[config.mk]
export PLATFORM = sky130hd
export DESIGN_NAME = or1200_cl_dec_xor
export DESIGN_NICKNAME = d
export VERILOG_FILES = /design/src/rtl/or1200_cl_dec_xor.sv
export SDC_FILE = /design/constraint.sdc
export NUM_CORES = 1
export LEC_CHECK = 0
export CAP_MARGIN = 20
export CORE_ASPECT_RATIO = 1.25
export CORE_MARGIN = 1
export CORE_UTILIZATION = 57
export CTS_BUF_LIST = sky130_fd_sc_hd__clkbuf_16
export CTS_CLUSTER_SIZE = 24
export DETAILED_ROUTE_END_ITERATION = 10
export GPL_TIMING_DRIVEN = 0
export PLACE_DENSITY = 0.9
export SYNTH_ARGS = -nofsm -noshare
export SYNTH_HDL_FRONTEND = slang
export SYNTH_SLANG_ARGS = --single-unit
[constraint.sdc]
create_clock -name clk -period 3.2 [get_ports clk]
set_clock_uncertainty 0.2 [all_clocks]
set_input_delay 0.96 -clock clk [delete_from_list [all_inputs] [get_ports clk]]
set_output_delay 0.96 -clock clk [all_outputs]
set_load 0.03 [all_outputs]
[src/rtl/or1200_cl_dec_xor.sv]
// Refill-side pad XOR: buffers encrypted line words, waits for the AES pads,
// then streams plaintext to the data cache in line order, one word per cycle.
module or1200_cl_dec_xor #(
  parameter int LINE_WORDS  = 8,
  parameter int DW          = 32,
  parameter int PAD_TIMEOUT = 64
) (
  input  logic          clk,
  input  logic          rst,
  input  logic          secure_exec,
  input  logic          refill_start,
  input  logic          enc_done,
  input  logic [127:0]  enc_pad_1,
  input  logic [127:0]  enc_pad_2,
  input  logic [DW-1:0] biu_dat_i,
  input  logic          biu_ack_i,
  output logic [DW-1:0] dec_dat_o,
  output logic          dec_ack_o,
  output logic          dec_busy,
  output logic          line_done,
  output logic          pad_err,
  output logic [1:0]    dbg_state
);

  localparam int IW = $clog2(LINE_WORDS);
  localparam int PW = $clog2(LINE_WORDS + 1);
  localparam int CW = $clog2(PAD_TIMEOUT);
  localparam logic [PW-1:0] LW      = PW'(LINE_WORDS);
  localparam logic [PW-1:0] LW_LAST = PW'(LINE_WORDS - 1);
  localparam logic [CW-1:0] TO_LAST = CW'(PAD_TIMEOUT - 1);

  typedef enum logic [1:0] {IDLE = 2'd0, WAIT_PAD = 2'd1, DRAIN = 2'd2} state_t;

  state_t          state;
  logic [DW-1:0]   buf_q [LINE_WORDS];
  logic [PW-1:0]   wr_ptr, rd_ptr;
  logic [CW-1:0]   cnt;
  logic [255:0]    pad_q;

  logic [255:0]    pad_eff;
  logic [7:0]      pad_base;
  logic [DW-1:0]   pad_word;
  logic [IW-1:0]   wr_idx, rd_idx;
  logic            wr_en, rd_en;

  // dec_ack_o is a pure valid strobe: the cache always accepts, so there is
  // no ready and each asserted cycle transfers exactly one word.
  assign dec_busy  = (state != IDLE);
  assign dbg_state = state;
  assign wr_idx    = wr_ptr[IW-1:0];
  assign rd_idx    = rd_ptr[IW-1:0];

  // On the enc_done edge the pads are not yet registered, so the first word
  // is XORed with the live pad inputs to save a cycle.
  assign pad_eff   = (state == WAIT_PAD) ? {enc_pad_1, enc_pad_2} : pad_q;
  assign pad_base  = 8'd255 - 8'({rd_idx, 5'b00000});
  assign pad_word  = pad_eff[pad_base -: DW];

  assign wr_en = (state != IDLE) && biu_ack_i && (wr_ptr < LW);
  assign rd_en = ((state == DRAIN) || (state == WAIT_PAD && enc_done)) && (rd_ptr < wr_ptr);

  always_ff @(posedge clk or negedge rst) begin
    if (!rst) begin
      state     <= IDLE;
      wr_ptr    <= '0;
      rd_ptr    <= '0;
      cnt       <= '0;
      pad_q     <= '0;
      dec_dat_o <= '0;
      dec_ack_o <= 1'b0;
      line_done <= 1'b0;
      pad_err   <= 1'b0;
      for (int i = 0; i < LINE_WORDS; i++) buf_q[i] <= '0;
    end else begin
      dec_ack_o <= 1'b0;
      line_done <= 1'b0;
      pad_err   <= 1'b0;

      if (wr_en) begin
        buf_q[wr_idx] <= biu_dat_i;
        wr_ptr        <= wr_ptr + 1'b1;
      end

      if (rd_en) begin
        dec_dat_o <= buf_q[rd_idx] ^ pad_word;
        dec_ack_o <= 1'b1;
        rd_ptr    <= rd_ptr + 1'b1;
      end

      case (state)
        IDLE: begin
          if (refill_start) begin
            wr_ptr <= '0;
            rd_ptr <= '0;
            cnt    <= '0;
            if (secure_exec) begin
              state <= WAIT_PAD;
            end else begin
              pad_q <= '0;
              state <= DRAIN;
            end
          end
        end
        WAIT_PAD: begin
          if (enc_done) begin
            pad_q <= {enc_pad_1, enc_pad_2};
            state <= DRAIN;
          end else if (cnt == TO_LAST) begin
            pad_err <= 1'b1;
            wr_ptr  <= '0;
            rd_ptr  <= '0;
            state   <= IDLE;
          end else begin
            cnt <= cnt + 1'b1;
          end
        end
        DRAIN: begin
          if (rd_en && rd_ptr == LW_LAST) begin
            line_done <= 1'b1;
            state     <= IDLE;
          end
        end
        default: state <= IDLE;
      endcase
    end
  end

endmodule
==> results.toml, run 1 <==
[run_status]
status = "complete, but fails checks"
violations = "setup timing"

[critical_path]
worstSetupPathType = "in2reg"
worstPathCellList = "clkdlybuf4s50_1, a22oi_1, or2_2, buf_2, clkbuf_2, clkbuf_2, clkbuf_1, nand2_1, o21ai_0"
worst_setup_path_end_kind = "flip-flop"
worst-path-max-fanout = 10
worst_path_max_delay_cell = "clkdlybuf4s50_1"
crit_top_cell = "clkbuf_2"
worst_r2r_path_depth = 9
required_time_at_the_endpoint_of_the_critical_path_ns = 3.53
critical_path_arrival_ns = 3.60
critPathMaxStageDelay_ns = 0.53
cp-start-kind = "primary input"

[clocking]
inserted_clock_buffers = 55
post-cts-setup-buffers = 0
ctsRootBufferMaster = "clkbuf_16"
max-clock-path-buffers = 3
cts_hold_buffers = 0
h-tree-depth = 2
postCtsResizedCells = 13
clock_latency_ns = 0.64
tritoncts_clock_tree = "yes"
cts.sinks = 563
cts.reportedPaths.clkPinSlew_ns = 0.07

[layout]
most_common_cell_after_layout_fill_and_taps_aside = "nand2_1"
synthToLayoutAreaGrowth_pct = 22.1
multi_input_area_um2 = 12700
drive_above_1_share_pct = 18.0
nFillCells = 3233
fin_nets = 3288
final_cell_mix = "nand2_1 (649), dfrtp_1 (563), clkdlybuf4s50_1 (329)"
area.sequential_um2 = 14100

[sta]
slew_headroom_pct = 29.9
fin_setup_tns_ns = -0.509
maxClockFrequency_mhz = 306
number_of_endpoints_with_negative_hold_slack_in_the_final_report = 0
final_critical_path_setup_slack_ns = -0.0726
finalSetupViolCount = 15
drv_slew = 0
layout_worst_path_cycle_share_pct = 102
layout_min_cycle_time_ns = 3.27
whs_ns = 0.165
worst-slew-pin-transition_ns = 1.04
grt_setup_unrepaired = "true"

[power]
total_switching_power_mw = 11.9
internal-power_mw = 18.4
power.ir.vdd_worst_uv = 662
p_comb_share_pct = 43.1
power-per-cell-area_nw_per_um2 = 899
total_power_mw = 30.3
seq_power_share_pct = 35.9
power_switching_share_pct = 39.2
power.clock.fraction_pct = 21.0
leakagePower_nw = 14.3

[placed_design]
dp.final_hpwl_um = 69600
numPortBuffers = 331
gp_congestion = 0.981

[drt]
route.detailed.vias_per_inst = 6.52
detailroute.via_count = 23900
first_iter_violations = 2714
drt.antenna.violating_nets = 0
drt-pass1-iter-count = 8
drc_violation_count_after_routing = 0
drt-total-wl_um = 96400
avgRoutedWirePerCell_um = 26.2

[yosys]
netlist-cell-type-count = 41
avgSynthCellArea_um2 = 10.7
synth-main-ff-cell = "dfrtp_1"
synth_fp_nets = 2894
synth-edff-count = 0
seq_area_frac_synth_pct = 51.0
synth-warning-count = 0
syn-instance-count = 2594
ys_ff_latch = 563
synth-async-reset-ratio_pct = 100
synthesis.area_um2 = 27600

[global_route]
groute.usage.overall_pct = 39.2
largest_net_degree_at_the_start_of_global_routing = 133
overflow_after_grt = 0
via_count_of_the_first_global_routing_pass = 24100
grt_pass1_wl_um = 143000
antenna_found_initial = 9

[floorplanning]
fp.coreArea_um2 = 47500
design.die.area_um2 = 49400
initial_utilization_pct = 58.1
die_x_um = 199
boundaryPins = 332
die-height_um = 248
num_rows = 89

[job]
drv_cap = 0

[hold_path]
hp-class = "in2async"
area by class of cell:
type	count	share of cell area, %
well taps	637	2.36
multi-input cells	1826	37.7
clock inverters	44	0.935
repair buffers	337	10.2
plain buffers	200	2.83
diodes	6	0.0445
flip-flops and latches	563	41.8
inverters	5	0.0556
clock buffers	56	4.15
Yosys cell counts, drive strengths merged, types with 2 or more instances:
| master | number | share of area (%) |
|---|---|---|
| and2 | 35 | 0.79 |
| a21oi | 101 | 1.8 |
| mux4 | 96 | 8.2 |
| buf | 84 | 1.7 |
| mux2 | 288 | 12 |
| nand4 | 3 | 0.068 |
| nor3 | 10 | 0.25 |
| clkbuf | 116 | 1.6 |
| or4 | 32 | 0.87 |
| dfrtp | 563 | 51 |
| xnor2 | 4 | 0.13 |
| mux2i | 33 | 1.2 |
| o21ai | 296 | 5.4 |
| nand3b | 4 | 0.11 |
| nand2b | 8 | 0.18 |
| inv | 5 | 0.068 |
| a22oi | 65 | 1.8 |
| nor2b | 2 | 0.045 |
| nor2 | 18 | 0.24 |
| ha | 6 | 0.27 |
| xor2 | 4 | 0.13 |
| nand2 | 649 | 8.8 |
| a31oi | 32 | 0.72 |
| o211ai | 32 | 0.87 |
| nand3 | 100 | 1.8 |
cell families (layout without fill, tap and decap cells):
logic type | after synthesis | count (layout) | share of synthesized area (%)
simple gates | 868 | 868 | 13.4
flops | 563 | 563 | 51.0
compound gates | 527 | 527 | 10.6
mux | 417 | 417 | 21.2
buf+inv | 205 | 642 | 3.38
xor+xnor | 8 | 8 | 0.253
fa+ha+maj | 6 | 6 | 0.272
other cells | 0 | 6 | 0
flip-flops by register name, summed over array words and instances (netlist names):
| name | count |
|---|---|
| rd_ptr | 4 |
| dec_dat_o | 32 |
| buf_q | 256 |
| pad_err | 1 |
| line_done | 1 |
| wr_ptr | 4 |
| pad_q | 256 |
| dec_ack_o | 1 |
| cnt | 6 |
| dbg_state | 2 |
power by group through the flow:
stage	Sequential (mW)	Combinational, mW	Clock, mW
floorplan	10.7	7.69	0
global placement	10.6	11.8	0
detailed placement	10.8	12.4	0
CTS	10.8	12.5	6.36
global route	11.1	13.7	6.61
finish	10.9	13.1	6.38
worst max-delay path, delay by kind of cell:
family / cells / cell delay, ns
buffers and inverters: 5 / 2.08
AO/OA/AOI/OAI: 2 / 0.29
AND/OR/NAND/NOR: 2 / 0.26
worst paths after layout:
| kind | from | to | slack (ns) |
|---|---|---|---|
| setup / recovery | enc_done | pad_q[90] | -0.07 |
| hold / removal | rst | buf_q[176] | 0.17 |
| setup reg to reg | dbg_state[1] | dec_dat_o[12] | 0 |
| hold reg to reg | pad_q[21] | pad_q[21] | 0.28 |
| max in group asynchronous | rst | pad_q[233] | 0.82 |
| min in group clk | pad_q[21] | pad_q[21] | 0.28 |
per-stage QoR:
step	cell area [um^2]	setup slack (ns)	utilization (%)	cells
2_1_floorplan	27600	0.564	-	2594
3_3_place_gp	31800	-22.45	66.8	3562
3_5_place_dp	31900	-1.16	67.0	3566
4_1_cts	33600	0.0148	70.7	3666
5_1_grt	33700	-0.106	70.9	3673
6_report	33700	-0.0726	71.0	3674
per-layer routing:
layer	GRT usage [%]	part of all wire [%]	vias to the layer above
met5	0	0.013	-
met4	30.6	8.8	2
met3	8.12	9.8	445
met2	62.8	48	1709
met1	46.3	34	11800
li1	-	-	10000
Note: power is estimated with default switching activity, not from simulation.
==> run 2: changes to the inputs <==
Settings changed: CORE_UTILIZATION 57 to 40, PLACE_DENSITY 0.9 to 0.69.
==> run 2 against run 1 <==
The flow now finishes without violations. Non-clock buffer count stayed put. Sequential share of layout area fell by 0.38 points. Clock-buffer cell count is 1 higher. Utilization down 21 points. Combinational power fell by 5%. Cell area is 0.92% higher. Die area rose by 42%. Clock power fell by 0.6%. Global-route usage down 12 points. Highest routed layer unchanged.
==> results.toml, run 2 (same netlist as run 1, synthesis figures left out) <==
[floorplanning]
die_x_um = 237
initial_utilization_pct = 40.5
fp.coreArea_um2 = 68300
die-height_um = 296
design.die.area_um2 = 70200
boundaryPins = 332
num_rows = 107

[drt]
first_iter_violations = 2093
drc_violation_count_after_routing = 0
drt-total-wl_um = 94800
drt-pass1-iter-count = 6
route.detailed.vias_per_inst = 5.74
detailroute.via_count = 22400
drt.antenna.violating_nets = 0
avgRoutedWirePerCell_um = 24.2

[sta]
finalSetupViolCount = 0
maxClockFrequency_mhz = 317
layout_worst_path_cycle_share_pct = 98.6
final_critical_path_setup_slack_ns = 0.0462
slew_headroom_pct = 38.0
worst-slew-pin-transition_ns = 0.920
number_of_endpoints_with_negative_hold_slack_in_the_final_report = 0
drv_slew = 0
layout_min_cycle_time_ns = 3.15
grt_setup_unrepaired = "true"

[power]
power-per-cell-area_nw_per_um2 = 868
power.ir.vdd_worst_uv = 533
total_power_mw = 29.6
leakagePower_nw = 14.3

[clocking]
h-tree-depth = 2
cts.reportedPaths.clkPinSlew_ns = 0.06
tritoncts_clock_tree = "yes"
ctsRootBufferMaster = "clkbuf_16"
cts.sinks = 563
inserted_clock_buffers = 56
post-cts-setup-buffers = 0
clock_latency_ns = 0.63
max-clock-path-buffers = 3

[job]
drv_cap = 0

[layout]
final_cell_mix = "nand2_1 (649), dfrtp_1 (563), clkdlybuf4s50_1 (329)"
most_common_cell_after_layout_fill_and_taps_aside = "nand2_1"
fin_util_pct = 49.9
fin_nets = 3289
reg_top3 = "buf_q (256), pad_q (256), dec_dat_o (32)"
final_design_area_no_fill_um2 = 34100
drive_above_1_share_pct = 18.4
synthToLayoutAreaGrowth_pct = 23.2

[placed_design]
dpl_worst_slack_ns = -1.22
dp.final_hpwl_um = 71400
numPortBuffers = 331
gp_congestion = 0.939
dpl_cell_area_um2 = 32200

[global_route]
most_used_routing_layer = "met2"
via_count_of_the_first_global_routing_pass = 22900
groute.usage.overall_pct = 27.1
overflow_after_grt = 0
antenna_found_initial = 14
met3_capacity_usage_during_global_routing_pct = 5.31
groute.layer.met2.usage_pct = 44.3
grt_use_met1_pct = 33.3
largest_net_degree_at_the_start_of_global_routing = 122
grt_pass1_wl_um = 143000

[critical_path]
path_buf_inv = 5
worstSetupPathType = "in2reg"
cp_top_family = "buffers and inverters"
worstPathCellList = "clkdlybuf4s50_1, a22oi_1, or2_2, buf_2, clkbuf_2, buf_2, buf_2, o21ai_0"
setup.worst_path.start = "enc_done"
worst_path_max_delay_cell = "clkdlybuf4s50_1"
crit_top_cell = "buf_2"
worst_setup_path_end_kind = "flip-flop"
critical_path_arrival_ns = 3.45
worst-path-max-fanout = 10
required_time_at_the_endpoint_of_the_critical_path_ns = 3.50
worst_r2r_startpoint = "rd_ptr[1]"
critPathMaxStageDelay_ns = 0.53
cp-start-kind = "primary input"
logic_depth_of_the_worst_setup_path_including_buffers = 8
worst_r2r_path_depth = 8

[hold_path]
hold_path_stages = 2
hp-class = "reg2reg"
holdCritStartpoint = "pad_q[11]"

[run_status]
status = "finished clean"
run 2: cell count changes in the layout (fill, tap and decap cells not counted), moves of 3 or more:
cell	delta
clkbuf_1	-10
clkbuf_2	+9
o21ai_0	-6
o21ai_1	+6
clkinv_1	-5
a31oi_1	+3
clkinvlp_4	+3
run 2: timing repair:
action | in CTS | in global routing
endpoints found under the setup margin | 304 | 345
hold buffers | 1 | 0
endpoints found under the hold margin | 31 | 0
resized for setup | 25 | 73
cloned | 0 | 0
run 2: report_power, final:
| part | leakage [nW] | internal, mW | switching [mW] |
|---|---|---|---|
| registers | 7.45 | 9.41 | 1.34 |
| clock network | 0.890 | 3.40 | 2.93 |
| logic | 5.95 | 5.50 | 6.99 |
| total | 14.3 | 18.3 | 11.3 |
run 2: cell type report:
class	instances	area, um^2
fillers	6086	34200
flip-flops and latches	563	14100
multi-input cells	1826	12700
repair buffers	337	3460
clock buffers	57	1430
well taps	872	1090
plain buffers	200	972
clock inverters	44	292
inverters	5	18.8
diodes	7	17.5
run 2: layer usage:
metal	vias up	part of all wire [%]	wire length, um
met3	250	7.3	6900
met5	-	0.090	85
li1	10000	-	-
met1	11200	39	36500
met4	12	7.0	6630
met2	1007	47	44600
run 2: final timing paths:
path                                  to  slack, ns
hold / removal                 pad_q[11]       0.28
min in group asynchronous      pad_q[78]       0.59
setup reg to reg           dec_dat_o[14]       0.08
max in group asynchronous     buf_q[100]       0.79
hold reg to reg                pad_q[11]       0.28
setup / recovery              pad_q[245]       0.05
run 2: worst min-delay path: cells and delay by family (launching register included):
family             cells  cell delay (ns)
and+or+nand+nor        1             0.04
AOI/OAI and AO/OA      1             0.06
DFF                    1             0.34
run 2: metrics by stage:
| stage | setup TNS [ns] | hold WS [ns] | instances |
|---|---|---|---|
| detailed placement | -387.93 | 0.265 | 3802 |
| finish | 0 | 0.278 | 3911 |
| global route | -0.120 | 0.291 | 3907 |
| floorplan | 0 | 0.245 | 2594 |
| global placement | - | 0.256 | 3797 |
| CTS | 0 | 0.279 | 3904 |
